**src/rtl/perf_event_counter_if.sv**
```systemverilog
// Read port of the performance counter block: a one-cycle registered
// request/response bus used by a debug or bench reader.
interface perf_event_counter_if #(
    parameter int SEL_WIDTH = 4,
    parameter int CNT_WIDTH = 32
);
    logic                 rd_en;
    logic [SEL_WIDTH-1:0] rd_sel;
    logic [CNT_WIDTH-1:0] rd_data;
    logic                 rd_valid;

    modport master (
        output rd_en,
        output rd_sel,
        input  rd_data,
        input  rd_valid
    );

    modport slave (
        input  rd_en,
        input  rd_sel,
        output rd_data,
        output rd_valid
    );
endinterface

```
**src/rtl/perf_event_counter.sv**
```systemverilog
// Per-cycle event counters with a cycle counter, halt / watchdog freeze,
// sticky saturation flags and a registered read port.
module perf_event_counter #(
    parameter int NUM_EVENTS  = 6,
    parameter int CNT_WIDTH   = 32,
    parameter int SEL_WIDTH   = 4,
    parameter int CYCLE_LIMIT = 100000
) (
    input  logic                  clk,
    input  logic                  rst_n,
    input  logic                  enable,
    input  logic [NUM_EVENTS-1:0] event_in,
    input  logic                  halt,
    input  logic                  clear,
    perf_event_counter_if.slave   rd_bus,
    output logic [CNT_WIDTH-1:0]  cycle_count,
    output logic [NUM_EVENTS-1:0] saturated,
    output logic                  running,
    output logic                  frozen,
    output logic                  timeout
);

    typedef enum logic [1:0] {
        ST_IDLE   = 2'd0,
        ST_RUN    = 2'd1,
        ST_FROZEN = 2'd2
    } state_e;

    localparam logic [CNT_WIDTH-1:0] CNT_MAX  = {CNT_WIDTH{1'b1}};
    localparam logic [CNT_WIDTH-1:0] CNT_ZERO = {CNT_WIDTH{1'b0}};
    localparam logic [CNT_WIDTH-1:0] CNT_ONE  = {{(CNT_WIDTH-1){1'b0}}, 1'b1};
    localparam longint               CNT_MAX_L = (64'sd1 << CNT_WIDTH) - 64'sd1;
    // A limit the counter can never reach (it saturates first) disables the watchdog.
    localparam bit                   WDOG_EN  = (CYCLE_LIMIT > 32'sd0) &&
                                                (longint'(CYCLE_LIMIT) <= CNT_MAX_L);
    localparam logic [CNT_WIDTH-1:0] LIMIT_C  = CNT_WIDTH'(CYCLE_LIMIT);

    function automatic logic [CNT_WIDTH-1:0] sat_inc(input logic [CNT_WIDTH-1:0] v);
        return (v == CNT_MAX) ? v : v + CNT_ONE;
    endfunction

    state_e                state_q, state_d;
    logic [CNT_WIDTH-1:0]  cnt_q [NUM_EVENTS];
    logic [CNT_WIDTH-1:0]  cnt_d [NUM_EVENTS];
    logic [CNT_WIDTH-1:0]  cyc_q, cyc_d;
    logic [NUM_EVENTS-1:0] sat_q, sat_d;
    logic                  timeout_q, timeout_d;
    logic                  running_q, running_d;
    logic                  frozen_q, frozen_d;
    logic [CNT_WIDTH-1:0]  rd_data_q, rd_data_d;
    logic                  rd_valid_q, rd_valid_d;
    logic [CNT_WIDTH-1:0]  cyc_inc;
    logic [CNT_WIDTH-1:0]  rd_sel_val;
    logic                  wdog_hit;

    assign cyc_inc  = sat_inc(cyc_q);
    assign wdog_hit = WDOG_EN && (cyc_inc == LIMIT_C);

    always_ff @(posedge clk or negedge rst_n) begin
        if (!rst_n) begin
            state_q <= ST_IDLE;
        end else begin
            state_q <= state_d;
        end
    end

    // Clear overrides everything; FROZEN is only left through clear or reset.
    always_comb begin
        state_d = state_q;
        if (clear) begin
            state_d = ST_IDLE;
        end else begin
            case (state_q)
                ST_IDLE:   state_d = enable ? ST_RUN : ST_IDLE;
                ST_RUN:    state_d = (halt || wdog_hit) ? ST_FROZEN : ST_RUN;
                ST_FROZEN: state_d = ST_FROZEN;
                default:   state_d = ST_IDLE;
            endcase
        end
    end

    always_comb begin
        running_d = (state_d == ST_RUN);
        frozen_d  = (state_d == ST_FROZEN);
    end

    // The halt / watchdog cycle itself is still counted; timeout only when halt is absent.
    always_comb begin
        cyc_d     = cyc_q;
        sat_d     = sat_q;
        timeout_d = timeout_q;
        for (int i = 0; i < NUM_EVENTS; i++) begin
            cnt_d[i] = cnt_q[i];
        end
        if (clear) begin
            cyc_d     = CNT_ZERO;
            sat_d     = {NUM_EVENTS{1'b0}};
            timeout_d = 1'b0;
            for (int i = 0; i < NUM_EVENTS; i++) begin
                cnt_d[i] = CNT_ZERO;
            end
        end else if (state_q == ST_RUN) begin
            cyc_d     = cyc_inc;
            timeout_d = timeout_q | (wdog_hit & ~halt);
            for (int i = 0; i < NUM_EVENTS; i++) begin
                if (event_in[i]) begin
                    cnt_d[i] = sat_inc(cnt_q[i]);
                    sat_d[i] = sat_q[i] | (cnt_q[i] == CNT_MAX);
                end else begin
                    cnt_d[i] = cnt_q[i];
                    sat_d[i] = sat_q[i];
                end
            end
        end else begin
            cyc_d = cyc_q;
        end
    end

    // Reads sample pre-update values, so a read never races an increment.
    always_comb begin
        rd_sel_val = CNT_ZERO;
        for (int i = 0; i < NUM_EVENTS; i++) begin
            rd_sel_val = (rd_bus.rd_sel == SEL_WIDTH'(i)) ? cnt_q[i] : rd_sel_val;
        end
        rd_sel_val = (rd_bus.rd_sel == SEL_WIDTH'(NUM_EVENTS)) ? cyc_q : rd_sel_val;
        rd_valid_d = rd_bus.rd_en;
        if (rd_bus.rd_en) begin
            rd_data_d = rd_sel_val;
        end else begin
            rd_data_d = rd_data_q;
        end
    end

    always_ff @(posedge clk or negedge rst_n) begin
        if (!rst_n) begin
            cyc_q      <= CNT_ZERO;
            sat_q      <= {NUM_EVENTS{1'b0}};
            timeout_q  <= 1'b0;
            running_q  <= 1'b0;
            frozen_q   <= 1'b0;
            rd_data_q  <= CNT_ZERO;
            rd_valid_q <= 1'b0;
            for (int i = 0; i < NUM_EVENTS; i++) begin
                cnt_q[i] <= CNT_ZERO;
            end
        end else begin
            cyc_q      <= cyc_d;
            sat_q      <= sat_d;
            timeout_q  <= timeout_d;
            running_q  <= running_d;
            frozen_q   <= frozen_d;
            rd_data_q  <= rd_data_d;
            rd_valid_q <= rd_valid_d;
            for (int i = 0; i < NUM_EVENTS; i++) begin
                cnt_q[i] <= cnt_d[i];
            end
        end
    end

    assign cycle_count     = cyc_q;
    assign saturated       = sat_q;
    assign timeout         = timeout_q;
    assign running         = running_q;
    assign frozen          = frozen_q;
    assign rd_bus.rd_data  = rd_data_q;
    assign rd_bus.rd_valid = rd_valid_q;

endmodule

```
**src/flat_wrapper.sv**
```systemverilog
// flat-port wrapper written by rule: the top's interface ports become plain ports
module perf_event_counter_flat 
#(
    parameter int NUM_EVENTS  = 6,
    parameter int CNT_WIDTH   = 32,
    parameter int SEL_WIDTH   = 4,
    parameter int CYCLE_LIMIT = 100000
)
  (clk, rst_n, enable, event_in, halt, clear, cycle_count, saturated, running, frozen, timeout, rd_bus_rd_en, rd_bus_rd_sel, rd_bus_rd_data, rd_bus_rd_valid);
  perf_event_counter_if #(.SEL_WIDTH(SEL_WIDTH), .CNT_WIDTH(CNT_WIDTH)) rd_bus_i ();
  input  logic clk;
  input  logic rst_n;
  input  logic enable;
  input  logic [NUM_EVENTS-1:0] event_in;
  input  logic halt;
  input  logic clear;
  output logic [CNT_WIDTH-1:0] cycle_count;
  output logic [NUM_EVENTS-1:0] saturated;
  output logic running;
  output logic frozen;
  output logic timeout;
  input wire logic [$bits(rd_bus_i.rd_en)-1:0] rd_bus_rd_en;
  input wire logic [$bits(rd_bus_i.rd_sel)-1:0] rd_bus_rd_sel;
  output wire logic [$bits(rd_bus_i.rd_data)-1:0] rd_bus_rd_data;
  output wire logic [$bits(rd_bus_i.rd_valid)-1:0] rd_bus_rd_valid;
  assign rd_bus_i.rd_en = rd_bus_rd_en;
  assign rd_bus_i.rd_sel = rd_bus_rd_sel;
  assign rd_bus_rd_data = rd_bus_i.rd_data;
  assign rd_bus_rd_valid = rd_bus_i.rd_valid;
  perf_event_counter #(.NUM_EVENTS(NUM_EVENTS), .CNT_WIDTH(CNT_WIDTH), .SEL_WIDTH(SEL_WIDTH), .CYCLE_LIMIT(CYCLE_LIMIT)) u_core (.clk(clk), .rst_n(rst_n), .enable(enable), .event_in(event_in), .halt(halt), .clear(clear), .rd_bus(rd_bus_i), .cycle_count(cycle_count), .saturated(saturated), .running(running), .frozen(frozen), .timeout(timeout));
endmodule
```
**config.mk**
```make
export PLATFORM = sky130hd
export DESIGN_NAME = perf_event_counter_flat
export DESIGN_NICKNAME = d
export VERILOG_FILES = /design/src/rtl/perf_event_counter_if.sv /design/src/rtl/perf_event_counter.sv /design/src/flat_wrapper.sv
export SDC_FILE = /design/constraint.sdc
export NUM_CORES = 1
export LEC_CHECK = 0
export CORE_MARGIN = 3
export CORE_UTILIZATION = 40
export CTS_CLUSTER_SIZE = 12
export DETAILED_ROUTE_END_ITERATION = 7
export PLACE_DENSITY = 0.64
export SYNTH_ARGS = -nofsm -noshare
export SYNTH_HDL_FRONTEND = slang
export SYNTH_SLANG_ARGS = --single-unit
```
**constraint.sdc**
```tcl
create_clock -name clk -period 4.1 [get_ports clk]
set_input_delay 1.025 -clock clk [delete_from_list [all_inputs] [get_ports clk]]
set_output_delay 1.025 -clock clk [all_outputs]
set_load 0.05 [all_outputs]
```
# Word-level counts from Yosys, hierarchy flattened
# Index checks and enable logic that the tools add are counted.
# op_classes
add_sub_neg,7
n_eq_ne,24
mux,38
bitwise,9
reduce_logical,22
# ops
operator,n
32-bit 2-to-1 mux,22
192-bit 2-to-1 mux,2
"32-bit by 1-bit adder with 32-bit output, second input constant",7
"32-bit == test, second input constant",7
"32-bit by 17-bit == test with 1-bit output, second input constant",1
3-bit AND reduction,6
2-bit nonzero test,7
"4-bit by 3-bit == test with 1-bit output, second input constant",3
6-bit 2-to-1 mux,2
"2-bit inequality test, second input constant",6
2-bit AND reduction,6
1-bit 2-to-1 mux,9
"4-bit by 2-bit == test with 1-bit output, second input constant",2
1-bit OR,7
2-bit case mux with 3 select lines,1
"2-bit by 1-bit == test with 1-bit output, second input constant",2
"2-bit == test, second input constant",2
"4-bit by 1-bit == test with 1-bit output, second input constant",1
4-bit logical NOT,1
2-bit 2-to-1 mux,2
2-bit logical NOT,1
1-bit bitwise AND,1
1-bit logical OR,1
1-bit NOT,1
# totals
regBits,268
inputBits,16
elab_cells,119

# Depth between registers and ports, before layout
# Gate-level depths: netlist of run 1.
# depth
ltp_word,8
mapped_depth,10
mapped_depth_nobuf,9

# Worst setup path after synthesis of run 1
# Ideal clock, no wire load.
# synth_path
path_kind,register to register
from,register u_core.cyc_q[0] (netlist: u_core.cycle_count[0])
to,register u_core.running_q (netlist: u_core.running)
arrival_ps,3019
slack_ps,952
stages_incl_launch_ff,11
synth_period_minus_slack_ps,3148
cell_sequence,dfrtp_1 > ha_1 > nand4_1 > or4_1 > buf_6 > nor2_1 > xnor2_1 > a41oi_1 > or3_4 > nor4_2 > o21ai_1
# synth_via
elab_chain_len,8
word_cells_on_any_way,9
classes_between,1 x add/sub; 3 x eq/ne; 4 x mux; 1 x reduce/logical
# synth_rtl
element,line,source
from (decl),perf_event_counter.sv:45,"logic [CNT_WIDTH-1:0] cyc_q, cyc_d;"
from (signal assigned),perf_event_counter.sv:147,cyc_q <= cyc_d;
32-bit by 1-bit adder with 32-bit output / 32-bit == test (equally long branches),perf_event_counter.sv:39,return (v == CNT_MAX) ? v : v + CNT_ONE;
32-bit 2-to-1 mux (*),perf_event_counter.sv:39,
32-bit by 17-bit == test with 1-bit output (*),perf_event_counter.sv:57,assign wdog_hit = WDOG_EN && (cyc_inc == LIMIT_C);
1-bit logical OR (*),perf_event_counter.sv:75,ST_RUN: state_d = (halt || wdog_hit) ? ST_FROZEN : ST_RUN;
2-bit 2-to-1 mux (*),perf_event_counter.sv:75,
2-bit case mux with 3 select lines (*),perf_event_counter.sv:73,case (state_q)
2-bit 2-to-1 mux (*),perf_event_counter.sv:70,if (clear) begin
2-bit by 1-bit == test with 1-bit output (*),perf_event_counter.sv:83,running_d = (state_d == ST_RUN);
net u_core.running_d,perf_event_counter.sv:48,"logic running_q, running_d;"
to (signal assigned),perf_event_counter.sv:150,running_q <= running_d;
to (decl),perf_event_counter.sv:48,
# Mark *: on every way through the listed nets, which the timed path passes. The rest lies on a longest branch.
# A chain may end at the register's enable or synchronous reset.

# Worst setup path in the final report of run 1
# layout_path
from,register u_core.cyc_q[0] (netlist: u_core.cycle_count[0])
to,register u_core.state_q[0]
# layout_via
elab_chain_len,7
word_cells_on_any_way,8
classes_between,1 x add/sub; 2 x eq/ne; 4 x mux; 1 x reduce/logical
# layout_rtl
element,line,source
32-bit by 1-bit adder with 32-bit output / 32-bit == test (equally long branches),perf_event_counter.sv:39,
32-bit 2-to-1 mux (*),perf_event_counter.sv:39,
32-bit by 17-bit == test with 1-bit output (*),perf_event_counter.sv:57,
1-bit logical OR (*),perf_event_counter.sv:75,
2-bit 2-to-1 mux (*),perf_event_counter.sv:75,
2-bit case mux with 3 select lines (*),perf_event_counter.sv:73,
2-bit 2-to-1 mux (*),perf_event_counter.sv:70,
net u_core.state_d[0],perf_event_counter.sv:42,"state_e state_q, state_d;"
to (signal assigned),perf_event_counter.sv:63,state_q <= state_d;
to (decl),perf_event_counter.sv:42,
# Marks and branches as above.

==> results.py, run 1 <==
metrics = {
    "logic_synthesis": {
        "synth_area_sq_um": 15000,
        "synth-edff-count": 0,
        "syn_inst": 1606,
        "ys.flop_type": "dfrtp_1",
        "synth_top_area_share_pct": 44.8,
        "synth_seq_area_share_pct": 44.8,
        "yosys.area.top_type": "dfrtp_1",
        "synth.distinct_cells": 69,
        "yosysWarningCount": 0,
        "syn_area_per_cell_sq_um": 9.32,
        "async_flop_share_pct": 100,
        "syn_nets": 1629,
        "yosys_register_bits": 268,
        "synth.area.top_cells": "dfrtp_1 45%, nor2_1 7.0%, xor2_1 6.6%",
    },
    "sta": {
        "finalCritPeriodShare_pct": 81.6,
        "max_freq_mhz": 299,
        "fin_crit_ns": 3.35,
        "final_hold_viol_count": 0,
        "rsz0062_at_grt": "no",
        "drv_slew": 0,
        "setup_viol": 0,
        "setup_tns_ns": 0,
        "skew_ns": 0.00970,
        "tightestPinTransition_ns": 1.12,
        "worst_slack_ns": 0.752,
        "slew-limit-headroom_pct": 25.6,
    },
    "worst_setup_path": {
        "worstPathArrival_ns": 3.79,
        "r2r_end": "u_core.state_q[0]",
        "crit_fanout": 8,
        "worstPathRequired_ns": 4.55,
        "crit_end": "u_core.state_q[0]",
        "slowest_stage": "or4_1",
        "cp.buffers_inverters": 0,
        "rr_startpoint": "u_core.cycle_count[0]",
        "critPathMaxStageDelay_ns": 0.69,
        "worst-path-stages": 9,
        "crit_path_start_kind": "register",
        "worst_setup_path_end_kind": "register",
        "crit_chain": "ha_1 > nand4_1 > or4_1 > nor2_1 > xnor2_1 > a41oi_1 > or3_4 > nor4_2 > o21ai_1",
        "cp_top_family": "simple AND/OR/NAND/NOR gates",
        "crit_type": "reg -> reg",
        "startpoint": "u_core.cycle_count[0]",
        "reg2reg_depth": 9,
        "r2r_slack_ns": 0.75,
    },
    "placement": {
        "dp_slack_ns": 0.815,
        "hpwl_mm": 32.3,
        "port_buffers": 89,
        "placed_area_sq_um": 16300,
        "finalWeightedCongestion": 0.956,
    },
    "power_and_ir_drop": {
        "p_leak_nw": 6.70,
        "finalPower_w": 0.00587,
        "powerDensity_nw_per_um2": 339,
        "peakVddDrop_uv": 306,
    },
    "global_route": {
        "antenna_found_initial": 1,
        "first_global_vias": 12100,
        "grt_usage_pct": 22.5,
        "grt_first_pass_wirelength_mm": 70.4,
        "grt_max_degree": 126,
        "grt_remaining_overflow": 0,
    },
    "cts": {
        "clockRootBuffer": "clkbuf_16",
        "post_cts_resized": 0,
        "hold_buffers": 0,
        "cts_buffers": 30,
        "postCtsSetupBuffers": 0,
        "clk_latency_ns": 0.57,
        "clkTransAtPathRegs_ns": 0.06,
        "clock_sinks": 268,
        "htree_num_levels": 1,
        "cts_tree": "built",
        "clock_path_buffers": 3,
    },
    "cells_and_area": {
        "synthToLayoutAreaGrowth_pct": 15.6,
        "final_nets": 1685,
        "layout-drive-gt1-share_pct": 7.66,
        "diodes": 0,
        "fillers": 3500,
        "stdcell_area_sq_um": 17300,
    },
    "detailed_routing": {
        "drtIter0Drc": 1282,
        "first_pass_iters": 7,
        "wl_mm": 44.9,
        "drt_drc_violations_left": 0,
        "ant_nets": 0,
        "dr_total_vias": 12700,
        "wl_per_cell_um": 20.8,
        "routed_via_density": 5.88,
    },
    "die": {
        "std_cell_rows": 70,
        "core_area_sq_um": 36800,
        "chipWidth_um": 199,
        "dieArea_sq_um": 39800,
        "io_pins": 90,
        "start_util_pct": 40.7,
        "die_h_um": 199,
    },
    "hold_path": {
        "hold_path_class": "in -> async",
    },
    "job": {
        "cap_violations": 0,
    },
    "run_status": {
        "status": "completed",
    },
}
layer usage:
layer | routed length [um] | track usage, % | vias up
met5 | 7 | 0 | -
met4 | 1520 | 7.55 | 2
met1 | 19400 | 31.3 | 6287
li1 | - | - | 5840
met2 | 21000 | 36.3 | 426
met3 | 2960 | 3.47 | 95
area by class of cell:
cell class | instances | area, sq um | area share [%]
Tap cell | 468 | 586 | 3.38
Inverter | 32 | 120 | 0.694
Sequential cell | 268 | 6710 | 38.8
Clock inverter | 6 | 80.1 | 0.463
Clock buffer | 48 | 900 | 5.20
Multi-Input combinational cell | 1216 | 7790 | 45.0
Timing Repair Buffer | 114 | 1120 | 6.50
worst register-to-register path, delay by kind of cell (launching register included):
kind,cells,cell delay (ns)
flops,1,0.48
simple gates,5,2.00
xor+xnor,1,0.15
fa+ha+maj,1,0.35
compound gates,2,0.26
cell usage in the layout (no fill, tap or decap), types with 31 or more instances in the layout:
cell type / count
o21ai_0: 41
a21oi_1: 45
nor3_1: 39
or3_1: 36
nand3_1: 82
xor2_1: 112
nor2_1: 280
nand4_1: 58
xnor2_1: 85
clkbuf_16: 31
a31oi_1: 36
inv_1: 31
dfrtp_1: 268
and4_1: 35
clkdlybuf4s50_1: 85
nand2_1: 137
power by group:
| group | switching, W | total (W) | internal [W] |
|---|---|---|---|
| logic | 0.000317 | 0.000438 | 0.000121 |
| registers | 0.0000349 | 0.00271 | 0.00268 |
| clock network | 0.00110 | 0.00272 | 0.00161 |
| total | 0.00146 | 0.00587 | 0.00441 |
state kept, by name, indices dropped and copies added, names as in the netlist:
register,count
u_core.frozen,1
u_core.state_q,2
u_core.rd_bus.rd_data,32
u_core.rd_bus.rd_valid,1
u_core.saturated,6
u_core.cnt_q,192
u_core.running,1
u_core.timeout,1
u_core.cycle_count,32
worst min-delay path by stage:
stage | to | depth (start not counted) | start | slack [ns]
after global routing | u_core.cycle_count[9] | 1 | rst_n | 0.44
final | u_core.cycle_count[8] | 1 | rst_n | 0.42
after CTS | u_core.cycle_count[3] | 1 | rst_n | 0.41
after global placement | u_core.saturated[1] | 2 | u_core.saturated[1] | 0.49
after floorplan | u_core.cnt_q[101] | 2 | u_core.cnt_q[101] | 0.51
after detailed placement | u_core.saturated[2] | 2 | u_core.saturated[2] | 0.49
through the flow:
stage | instances | hold WS (ns) | utilization [%]
2_1_floorplan | 1606 | 0.513 | -
3_3_place_gp | 2098 | 0.488 | 44.4
3_5_place_dp | 2098 | 0.494 | 44.4
4_1_cts | 2152 | 0.410 | 47.0
5_1_grt | 2152 | 0.435 | 47.0
6_report | 2152 | 0.415 | 47.0
kinds of logic after synthesis:
group	synth area share [%]
fa+ha+maj	0.585
flops	44.8
buf+inv	3.28
simple gates	25.5
mux	4.76
compound gates	9.50
xor+xnor	11.5
Yosys cell counts, types with 3 or more instances:
cell and count:
xnor2_1 85, nand2_1 137, and4_1 35, o21ai_1 5, o21ai_0 41, nor3b_1 4
o21a_1 3, nor3_1 40, buf_1 7, nor2b_1 5, or3_1 36, nand3_1 82
clkbuf_1 69, nand2b_1 4, o211ai_1 3, and2_1 19, a41oi_1 3, a22oi_1 3
a222oi_1 30, buf_2 11, ha_1 7, a211oi_1 6, mux2i_1 6, and3_1 27
nand4_1 58, a21oi_1 45, o2111ai_1 3, xor2_1 112, or2_2 3, or4_1 5
a31oi_1 36, nor2_1 281, inv_1 31, o31ai_1 4, nor4_1 15, dfrtp_1 268
o22ai_1 4, mux4_2 29
(Power assumes the default switching activity.)
==> inputs of run 2 (changes only) <==
clock period = 3.08 ns   (was 4.1 ns; I/O delays follow)
==> results.py, run 2 (same netlist as run 1, synthesis figures left out) <==
metrics = {
    "run_status": {
        "status": "completed",
    },
    "cells_and_area": {
        "layout-drive-gt1-share_pct": 11.5,
        "final_nets": 1747,
        "layout_common_cells": "280 x nor2_1, 266 x dfrtp_1, 137 x nand2_1",
        "synthToLayoutAreaGrowth_pct": 19.2,
        "final_util_pct": 48.5,
        "stdcell_count": 2213,
        "largest_reg_flops": 192,
        "top_register": "u_core.cnt_q",
        "diodes": 0,
        "fillers": 3485,
        "final_common_cell": "nor2_1",
        "stdcell_area_sq_um": 17800,
    },
    "detailed_routing": {
        "wl_mm": 48.2,
        "ant_nets": 0,
        "dr_total_vias": 13000,
        "drtIter0Drc": 1169,
        "wl_per_cell_um": 21.8,
        "first_pass_iters": 6,
        "routed_via_density": 5.87,
        "drt_drc_violations_left": 0,
    },
    "global_route": {
        "gr-usage-met2_pct": 39.2,
        "met3_usage_pct": 5.04,
        "grt-busiest-layer": "met2",
        "first_global_vias": 12600,
        "grt_first_pass_wirelength_mm": 75.4,
        "grtUsageMet1_pct": 32.8,
        "grt_max_degree": 74,
        "antenna_found_initial": 0,
        "grt_remaining_overflow": 0,
        "grt_usage_pct": 24.4,
    },
    "worst_setup_path": {
        "slowest_stage": "dfrtp_2",
        "crit_path_start_kind": "register",
        "reg2reg_depth": 10,
        "critPathMaxStageDelay_ns": 0.43,
        "crit_type": "reg -> reg",
        "cp.buffers_inverters": 1,
        "crit_fanout": 6,
        "worst-path-stages": 10,
        "crit_chain": "ha_1 > buf_4 > nand2_1 > nor4b_2 > o21ai_0 > a222oi_1 > nor3b_2 > o2111ai_1 > or3_4 > o41ai_1",
        "cp_top_family": "simple AND/OR/NAND/NOR gates",
        "worst_setup_path_end_kind": "register",
        "worstPathArrival_ns": 3.37,
        "worstPathRequired_ns": 3.54,
    },
    "die": {
        "chipWidth_um": 199,
        "std_cell_rows": 70,
        "io_pins": 90,
        "dieArea_sq_um": 39800,
        "die_h_um": 199,
        "start_util_pct": 40.7,
        "core_area_sq_um": 36800,
    },
    "placement": {
        "hpwl_mm": 35.6,
        "dp_slack_ns": -0.210,
        "finalWeightedCongestion": 0.927,
        "port_buffers": 89,
        "placed_area_sq_um": 16800,
        "dp.cells": 2155,
    },
    "job": {
        "cap_violations": 0,
    },
    "power_and_ir_drop": {
        "peakVddDrop_uv": 424,
        "p_leak_nw": 7.06,
        "powerDensity_nw_per_um2": 448,
    },
    "cts": {
        "cts_buffers": 31,
        "clkTransAtPathRegs_ns": 0.06,
        "clock_sinks": 268,
        "cts_tree": "built",
        "hold_buffers": 0,
        "clock_path_buffers": 3,
        "htree_num_levels": 1,
        "clk_latency_ns": 0.58,
        "clockRootBuffer": "clkbuf_16",
    },
    "sta": {
        "slew-limit-headroom_pct": 7.78,
        "max_freq_mhz": 344,
        "worst_slack_ns": 0.172,
        "setup_viol": 0,
        "finalCritPeriodShare_pct": 94.4,
        "fin_crit_ns": 2.91,
        "skew_ns": 0.0133,
        "tightestPinTransition_ns": 1.38,
        "rsz0062_at_grt": "no",
        "final_hold_viol_count": 0,
        "drv_slew": 0,
    },
    "hold_path": {
        "hold_path_class": "in -> async",
    },
}
[run 2: final cells by class]
class	instances	area (sq um)	share of cell area (%)
Multi-Input combinational cell	1216	7820	43.8
Inverter	32	120	0.673
Tap cell	468	586	3.28
Sequential cell	268	6710	37.6
Clock inverter	11	136	0.764
Clock buffer	43	881	4.94
Timing Repair Buffer	175	1600	8.94
[run 2: through the flow]
step	hold WS (ns)	setup TNS (ns)	total power, W
after global routing	0.193	0	0.00826
after floorplan	0.474	0	0.00399
final	0.168	0	0.00800
after CTS	0.189	0	0.00806
after detailed placement	0.494	-3.39	0.00430
after global placement	0.487	-1.37	0.00429
[run 2: worst paths after layout]
| path | startpoint | to | slack (ns) |
|---|---|---|---|
| min in group clk | u_core.saturated[4] | u_core.saturated[4] | 0.50 |
| max | u_core.cycle_count[1] | u_core.state_q[1] | 0.17 |
| min reg2reg | u_core.saturated[4] | u_core.saturated[4] | 0.50 |
| min | rst_n | u_core.cycle_count[6] | 0.17 |
| max in group asynchronous | rst_n | u_core.cnt_q[42] | 2.14 |
| max reg2reg | u_core.cycle_count[1] | u_core.state_q[1] | 0.17 |
[run 2: power breakdown]
| group | switching (W) | total [W] | internal [W] | leakage (nW) |
|---|---|---|---|---|
| clock | 0.00153 | 0.00376 | 0.00223 | 0.503 |
| combinational | 0.000438 | 0.000622 | 0.000184 | 2.87 |
| sequential | 0.0000508 | 0.00362 | 0.00357 | 3.69 |
| total | 0.00202 | 0.00800 | 0.00598 | 7.06 |
[run 2: repair_timing]
item,CTS,global route
endpoints found under the setup margin,0,5
setup buffers,0,4
gates resized for setup,0,5
[run 2: metal layers]
| metal | share of wire (%) | vias up |
|---|---|---|
| met5 | 0 | - |
| li1 | - | 5943 |
| met3 | 7.4 | 109 |
| met1 | 42 | 6475 |
| met2 | 46 | 472 |
| met4 | 4.0 | 0 |
